`src/rtl/handshake_protocol_monitor.sv`:
```
// Passive ready/valid protocol checker for NUM_CH independent channels.
// Produces sticky per-channel error flags and saturating handshake counters.
module handshake_protocol_monitor #(
  parameter int NUM_CH     = 4,
  parameter int DATA_W     = 8,
  parameter int CNT_W      = 16,
  parameter int MAX_STALL  = 15,
  parameter int CHECK_DATA = 1
) (
  input  logic                       CLK,
  input  logic                       ASYNCRESETN,
  input  logic [NUM_CH-1:0]          ch_valid,
  input  logic [NUM_CH-1:0]          ch_ready,
  input  logic [NUM_CH*DATA_W-1:0]   ch_data,
  input  logic                       clr,
  output logic [NUM_CH-1:0]          err_valid_drop,
  output logic [NUM_CH-1:0]          err_data_chg,
  output logic [NUM_CH-1:0]          err_stall,
  output logic                       err_any,
  output logic [NUM_CH*CNT_W-1:0]    xfer_cnt
);

  localparam int             SW        = $clog2(MAX_STALL + 1);
  localparam logic [SW-1:0]  STALL_LIM = SW'(MAX_STALL);
  localparam logic [CNT_W-1:0] CNT_MAX = '1;
  localparam bit             DATA_ON   = (CHECK_DATA != 0);

  // History of the previous edge, used to judge the current one.
  logic [NUM_CH-1:0]              pend_q, pend_d;
  logic [NUM_CH-1:0][DATA_W-1:0]  data_q, data_d;
  logic [NUM_CH-1:0][SW-1:0]      stall_q, stall_d;

  logic [NUM_CH-1:0]              drop_q, drop_d;
  logic [NUM_CH-1:0]              chg_q, chg_d;
  logic [NUM_CH-1:0]              tmo_q, tmo_d;
  logic [NUM_CH-1:0][CNT_W-1:0]   xfer_q, xfer_d;

  logic [NUM_CH-1:0] stalled;
  logic [NUM_CH-1:0] handshake;
  logic [NUM_CH-1:0] drop_hit;
  logic [NUM_CH-1:0] chg_hit;
  logic [NUM_CH-1:0] tmo_hit;

  assign stalled   = ch_valid & ~ch_ready;
  assign handshake = ch_valid & ch_ready;
  assign drop_hit  = pend_q & ~ch_valid;

  always_comb begin
    // NOTE: every always_comb output gets a default first so no path can infer a latch.
    chg_hit = '0;
    data_d  = '0;
    for (int i = 0; i < NUM_CH; i++) begin
      data_d[i]  = ch_data[i*DATA_W +: DATA_W];
      chg_hit[i] = DATA_ON && pend_q[i] && ch_valid[i] && (data_d[i] != data_q[i]);
    end
  end

  // Stall counter saturates; the flag fires only on the edge that reaches the limit.
  always_comb begin
    stall_d = '0;
    tmo_hit = '0;
    for (int i = 0; i < NUM_CH; i++) begin
      if (stalled[i]) begin
        stall_d[i] = (stall_q[i] == STALL_LIM) ? STALL_LIM : stall_q[i] + SW'(1);
        tmo_hit[i] = (stall_q[i] == STALL_LIM - SW'(1));
      end
    end
  end

  // clr wipes the old value first, so a same-edge set or handshake still lands.
  always_comb begin
    pend_d = stalled;
    drop_d = (clr ? '0 : drop_q) | drop_hit;
    chg_d  = (clr ? '0 : chg_q)  | chg_hit;
    tmo_d  = (clr ? '0 : tmo_q)  | tmo_hit;
    xfer_d = '0;
    for (int i = 0; i < NUM_CH; i++) begin
      xfer_d[i] = clr ? '0 : xfer_q[i];
      if (handshake[i] && (xfer_d[i] != CNT_MAX)) begin
        xfer_d[i] = xfer_d[i] + CNT_W'(1);
      end
    end
  end

  always_ff @(posedge CLK or negedge ASYNCRESETN) begin
    if (!ASYNCRESETN) begin
      // NOTE: history registers are reset too, so a stall cut short by reset cannot flag on release.
      pend_q  <= '0;
      data_q  <= '0;
      stall_q <= '0;
      drop_q  <= '0;
      chg_q   <= '0;
      tmo_q   <= '0;
      xfer_q  <= '0;
    end else begin
      // NOTE: non-blocking assignments keep every register sampling pre-edge values.
      pend_q  <= pend_d;
      data_q  <= data_d;
      stall_q <= stall_d;
      drop_q  <= drop_d;
      chg_q   <= chg_d;
      tmo_q   <= tmo_d;
      xfer_q  <= xfer_d;
    end
  end

  assign err_valid_drop = drop_q;
  assign err_data_chg   = chg_q;
  assign err_stall      = tmo_q;
  assign err_any        = |{drop_q, chg_q, tmo_q};

  always_comb begin
    xfer_cnt = '0;
    for (int i = 0; i < NUM_CH; i++) begin
      xfer_cnt[i*CNT_W +: CNT_W] = xfer_q[i];
    end
  end

endmodule

```
`config.mk`:
```
export PLATFORM = sky130hd
export DESIGN_NAME = handshake_protocol_monitor
export DESIGN_NICKNAME = d
export VERILOG_FILES = /design/src/rtl/handshake_protocol_monitor.sv
export SDC_FILE = /design/constraint.sdc
export NUM_CORES = 1
export LEC_CHECK = 0
export ABC_AREA = 1
export CORE_MARGIN = 2
export CORE_UTILIZATION = 50
export CTS_BUF_LIST = sky130_fd_sc_hd__clkbuf_2 sky130_fd_sc_hd__clkbuf_4 sky130_fd_sc_hd__clkbuf_8
export CTS_CLUSTER_SIZE = 12
export DETAILED_ROUTE_END_ITERATION = 10
export PLACE_DENSITY = 0.79
export SYNTH_ARGS = -nofsm -noshare
export SYNTH_HDL_FRONTEND = slang
export SYNTH_SLANG_ARGS = --single-unit
```
`constraint.sdc`:
```
create_clock -name CLK -period 1.4 [get_ports CLK]
set_input_delay 0.14 -clock CLK [delete_from_list [all_inputs] [get_ports CLK]]
set_output_delay 0.14 -clock CLK [all_outputs]
set_load 0.02 [all_outputs]
```
==> results.py, run 1 <==
metrics = {
    "routing": {
        "vias": 7698,
        "first_pass_iters": 8,
        "drt-wirelength-per-cell_um": 14.9,
        "postRouteAntennaNets": 0,
        "drc_errors": 0,
        "vias_per_cell": 5.21,
        "drt_iter0_markers": 742,
        "drt_wl_total_um": 22100,
    },
    "floorplanning": {
        "initial_utilization_pct": 51.2,
        "die_width_um": 123,
        "io_pins": 120,
        "die_h_um": 123,
        "die_area_um2": 15200,
        "rows": 43,
        "coreArea_um2": 13900,
    },
    "finish": {
        "layout_common_cells": "nand2_1, buf_4, inv_1, dfrtp_1, nor2_1",
        "postLayoutCoreUtil_pct": 77.5,
        "antenna-diode-count": 0,
        "syn_to_final_growth_pct": 51.3,
        "fin_nets": 1336,
        "final_cell_area_um2": 10800,
        "final_common_cell": "nand2_1",
        "fillerInstances": 923,
        "instances_no_fill": 1478,
        "drive_gt1_share_pct": 33.1,
    },
    "setup_path": {
        "worst_setup_path_start_kind": "register",
        "cp-startpoint": "xfer_cnt[53]",
        "cp-end-kind": "register",
        "crit_arrival_ns": 2.00,
        "cp_max_fo": 6,
        "r2r-start": "xfer_cnt[53]",
        "ff2ff_path_depth": 9,
        "cp.required_ns": 1.79,
        "worstSetupPathType": "register to register",
    },
    "pwr": {
        "vdd_ir_drop_max_uv": 524,
        "leakagePower_nw": 5.45,
        "design_power_total_mw": 8.44,
        "p_per_area_nw_per_um2": 784,
    },
    "cts": {
        "cts_sinks": 128,
        "clk_latency_ns": 0.46,
        "clk_path_buf_depth": 2,
        "htreeDepth": 4,
        "cts_tree": "done",
        "clk_pin_slew_ns": 0.08,
        "cts.root.buffer_cell": "clkbuf_8",
        "cts_made_buffers": 17,
    },
    "synthesis": {
        "avgSynthCellArea_um2": 7.25,
        "ys_top_cells_by_area": "dfrtp_1, nand2_1, inv_1",
        "synth_top_family_by_area": "simple AND/OR/NAND/NOR gates",
        "synth_fp_nets": 1032,
        "synthMuxAreaShare_pct": 0,
        "yosysWarningCount": 0,
        "ys_ff_latch": 128,
        "synthCells": 981,
        "synth-compound-area-share_pct": 3.64,
        "yosys.area.top_type": "dfrtp_1",
        "synthSimpleGateAreaFrac_pct": 36.7,
        "synth_area_um2": 7110,
        "yosysSeqAreaShare_pct": 45.0,
        "synthXorXnorAreaFrac_pct": 4.43,
        "synthDistinctLibCells": 32,
        "synth-adder-area-share_pct": 1.41,
        "yosysTopAreaCellShare_pct": 45.0,
    },
    "grt": {
        "grt_max_degree": 82,
        "gr-total-overflow": 0,
        "grt_antenna_before_repair": 0,
        "gr-usage-met2_pct": 43.8,
        "top_usage_layer": "met2",
        "grt_pass1_wl_um": 31500,
        "grt_pass1_vias": 6831,
        "grt_usage_pct": 26.6,
        "grtUsageMet3_pct": 4.94,
        "grt_util_met1_pct": 34.7,
    },
    "placement": {
        "dp_cells": 1416,
        "dp_hpwl_um": 13900,
        "routabilityCongestion": 0.909,
        "post-place-ws_ns": -0.588,
        "port_buffers": 119,
        "dpl-instance-area_um2": 9640,
    },
    "timing": {
        "relSlewSlack_pct": 69.9,
        "hold_violations": 0,
        "whs_ns": 0.159,
        "worst_pin_slew_ns": 0.451,
        "rsz0062_at_grt": "true",
        "min_period_over_period_pct": 115,
        "drv_slew": 0,
        "fmax_mhz": 622,
        "setup_viol_count_final": 30,
        "fin_worst_skew_ns": 0.0103,
        "tns_ns": -2.86,
        "post-route-min-period_ns": 1.61,
        "worst_slack_ns": -0.206,
    },
    "status": {
        "status": "finished with violations",
        "violations": "negative setup slack",
    },
    "min_path": {
        "hold_class": "input port to register",
        "hold_depth": 1,
        "hp-start": "ch_data[22]",
    },
    "flow_run": {
        "max_cap_viol_count": 0,
    },
}
==> worst max-delay path, cell delays in order, from the launching register on <==
cell and delay [ns]:
dfrtp_1 0.37, nand2_1 0.09, nor2_1 0.24, nand2_2 0.14, nor2_4 0.17, nand2_4 0.09, nand2_8 0.14, clkbuf_16 0.17
nand3_2 0.05, nand2_1 0.08
==> synthesized netlist by cell type <==
library cell / count
xnor2_1: 28
buf_6: 6
nand4_1: 21
nor2_2: 10
o21ai_0: 24
a31oi_1: 3
a22o_1: 2
nand2_2: 12
inv_4: 1
a21oi_1: 12
nor4_1: 5
nand3_2: 1
nor3_1: 8
nand2_1: 334
o21ai_1: 4
a211oi_1: 3
inv_2: 6
nand2_4: 5
and2_1: 2
ha_1: 8
clkbuf_1: 1
buf_1: 1
buf_2: 4
nand3_1: 75
dfrtp_1: 128
inv_1: 128
xor2_1: 8
nor2_1: 125
nand3b_1: 2
nor3_2: 2
buf_4: 3
or2_2: 9
==> state kept, by name (all words and copies together) (netlist names) <==
register        count
data_q             32
err_data_chg        4
err_stall           4
err_valid_drop      4
pend_q              4
stall_q            16
xfer_cnt           64
==> final timing paths <==
check / slack, ns / to
max in group asynchronous: 0.74 / xfer_cnt[16]
min in group asynchronous: 0.23 / stall_q[11]
worst min-delay path: 0.16 / data_q[22]
worst max register to register: -0.21 / xfer_cnt[50]
worst min register to register: 0.49 / err_valid_drop[1]
worst max-delay path: -0.21 / xfer_cnt[50]
==> final cells by class <==
cell class	instances	area, um2	area share [%]
Clock inverter	12	183	1.70
Multi-Input combinational cell	704	3820	35.6
Tap cell	180	225	2.09
Clock buffer	20	269	2.50
Sequential cell	128	3220	30.0
Timing Repair Buffer	298	2500	23.2
Inverter	135	529	4.92
Timing Repair inverter	1	6.26	0.0581
==> layer usage <==
metal  vias up  wire length (um)
li1       3663                 -
met1      3603              8790
met2       349             10900
met3        83              1580
met4         0               800
met5         -                 0
==> logic make-up (layout without fill, tap and decap cells) <==
group	after synthesis	after routing
buffers and inverters	150	466
XOR/XNOR	36	36
adder cells (fa/ha/maj)	8	8
flip-flops	128	128
AO/OA/AOI/OAI	48	48
AND/OR/NAND/NOR	611	612
==> power breakdown <==
part | internal [mW] | total [mW] | leakage (nW) | switching [mW]
clock network | 2.06 | 3.65 | 0.219 | 1.59
registers | 3.80 | 3.87 | 1.67 | 0.0738
logic | 0.406 | 0.911 | 3.56 | 0.505
==> what timing repair did <==
action / in CTS / in global routing
hold endpoints to repair: 128 / 0
resized for setup: 158 / 202
hold buffers: 1 / 0
pin swaps: 5 / 70
gates cloned: 1 / 3
setup endpoints to repair: 126 / 83
setup buffers: 3 / 22
(Power assumes the default switching activity.)
==> run 2, diff against run 1 <==
- CAP_MARGIN: unset -> 20
==> results of run 2 <==
Final layout, timing and power as in run 1 (identical DEF).
==> run 3, diff against run 2 <==
- CORE_MARGIN: 2 -> unset
==> results.py, run 3 (same netlist as run 1, synthesis figures left out) <==
metrics = {
    "status": {
        "status": "finished with violations",
        "violations": "negative setup slack",
    },
    "setup_path": {
        "ff2ff_path_depth": 10,
        "worstReg2RegEnd": "xfer_cnt[58]",
        "r2r-start": "xfer_cnt[55]",
        "cpMaxStageDelayCell": "dfrtp_1",
        "slowest_delay_ns": 0.39,
        "rrSetupSlack_ns": -0.04,
        "worst_setup_path_start_kind": "register",
        "crit_arrival_ns": 1.43,
        "worstSetupPathType": "register to output pin",
        "critPathBufInv": 1,
        "path_delay_family": "simple AND/OR/NAND/NOR gates",
        "crit_path_cell_trace": "nor4_2, nand3_1, buf_6",
        "cp-end-kind": "output pin",
        "cp.required_ns": 1.26,
        "cp_max_fo": 2,
    },
    "timing": {
        "post-route-min-period_ns": 1.57,
        "fin_worst_skew_ns": 0.0105,
        "drv_slew": 0,
        "min_period_over_period_pct": 112,
        "rsz0062_at_grt": "true",
        "worst_slack_ns": -0.166,
        "tns_ns": -0.217,
        "whs_ns": 0.164,
        "fmax_mhz": 638,
        "worst_pin_slew_ns": 0.398,
        "hold_violations": 0,
        "relSlewSlack_pct": 73.5,
        "setup_viol_count_final": 3,
    },
    "grt": {
        "grt_pass1_vias": 6900,
        "grt_max_degree": 70,
        "gr-total-overflow": 0,
        "grt_pass1_wl_um": 31300,
        "grt_usage_pct": 27.2,
        "grt_antenna_before_repair": 0,
    },
    "min_path": {
        "hold_class": "input port to register",
        "worstHoldEndpoint": "data_q[22]",
        "hp-start": "ch_data[22]",
        "hold_depth": 1,
    },
    "cts": {
        "clk_latency_ns": 0.45,
        "htreeDepth": 4,
        "clk_path_buf_depth": 2,
        "cts.root.buffer_cell": "clkbuf_8",
        "clk_pin_slew_ns": 0.07,
        "cts_tree": "done",
        "cts_made_buffers": 17,
        "cts_sinks": 128,
    },
    "finish": {
        "postLayoutCoreUtil_pct": 76.3,
        "fin_nets": 1329,
        "syn_to_final_growth_pct": 48.9,
        "drive_gt1_share_pct": 30.9,
        "layout_common_cells": "nand2_1, buf_4, inv_1, dfrtp_1, nor2_1",
        "final_cell_area_um2": 10600,
        "antenna-diode-count": 0,
        "largest_register_ffs": 64,
        "final_common_cell": "nand2_1",
    },
    "floorplanning": {
        "initial_utilization_pct": 51.2,
        "die_h_um": 121,
        "coreArea_um2": 13900,
        "die_area_um2": 14700,
        "io_pins": 120,
        "die_width_um": 121,
        "rows": 43,
    },
    "routing": {
        "vias_per_cell": 5.15,
        "vias": 7568,
        "postRouteAntennaNets": 0,
        "drt_wl_total_um": 21000,
        "drc_errors": 0,
        "first_pass_iters": 6,
        "drt_iter0_markers": 525,
        "drt-wirelength-per-cell_um": 14.3,
    },
    "pwr": {
        "vdd_ir_drop_max_uv": 713,
        "p_per_area_nw_per_um2": 782,
        "leakagePower_nw": 5.34,
    },
    "placement": {
        "port_buffers": 119,
        "dp_hpwl_um": 14100,
        "routabilityCongestion": 0.937,
        "post-place-ws_ns": -0.621,
        "dpl-instance-area_um2": 9700,
    },
    "flow_run": {
        "max_cap_viol_count": 0,
    },
}
-- run 3: changes by cell type in the layout (fill, tap and decap cells not counted), sizes merged --
cell / before / now
buf: 202 / 196
inv: 137 / 135
bufbuf: 1 / 0
clkdlybuf4s15: 11 / 12
dlygate4sd2: 36 / 35
nand2: 352 / 353
-- run 3: repair_timing --
item / in CTS / in global routing
endpoints found under the setup margin: 134 / 95
endpoints found under the hold margin: 128 / 0
setup buffers: 5 / 12
gates cloned: 0 / 2
pin swaps: 5 / 47
resized for setup: 147 / 180
hold buffers: 1 / 0
-- run 3: layer usage --
metal,GRT usage [%],routed length [um],up-vias,part of all wire (%)
li1,-,-,3645,-
met1,33.7,8690,3597,41
met2,47.3,10800,285,51
met3,5.03,1080,41,5.1
met4,10.0,437,0,2.1
met5,0,0,-,0
-- run 3: how the worst max path moves through the flow --
stage | startpoint | to | depth (start not counted)
after detailed placement | clr | xfer_cnt[61] | 12
final | err_stall[3] | err_any | 3
after global placement | clr | xfer_cnt[58] | 12
after floorplan | xfer_cnt[49] | xfer_cnt[52] | 8
after global routing | err_data_chg[2] | err_any | 3
after CTS | err_stall[3] | err_any | 3
-- run 3: cell type report --
class / count / area [um2]
clock buffers: 20 / 269
clock inverters: 11 / 163
fillers: 994 / 3290
inverters: 135 / 517
multi-input cells: 705 / 3760
flip-flops and latches: 128 / 3230
well taps: 180 / 225
repair buffers: 291 / 2420
-- run 3: worst register-to-register path: cells and delay by family (launching register included) --
kind	cells	cell delay (ns)
flip-flops	1	0.40
AND/OR/NAND/NOR	8	0.77
buffers and inverters	2	0.16
-- run 3: stage by stage --
step | total power, mW | std cells
2_1_floorplan | 4.29 | 981
3_3_place_gp | 4.78 | 1421
3_5_place_dp | 4.80 | 1421
4_1_cts | 8.27 | 1458
5_1_grt | 8.59 | 1470
6_report | 8.28 | 1470
-- run 3: power breakdown --
group / leakage (nW) / total [mW] / internal (mW) / switching [mW]
Combinational: 3.46 / 0.893 / 0.403 / 0.489
Clock: 0.214 / 3.52 / 2.03 / 1.49
Sequential: 1.66 / 3.87 / 3.80 / 0.0718
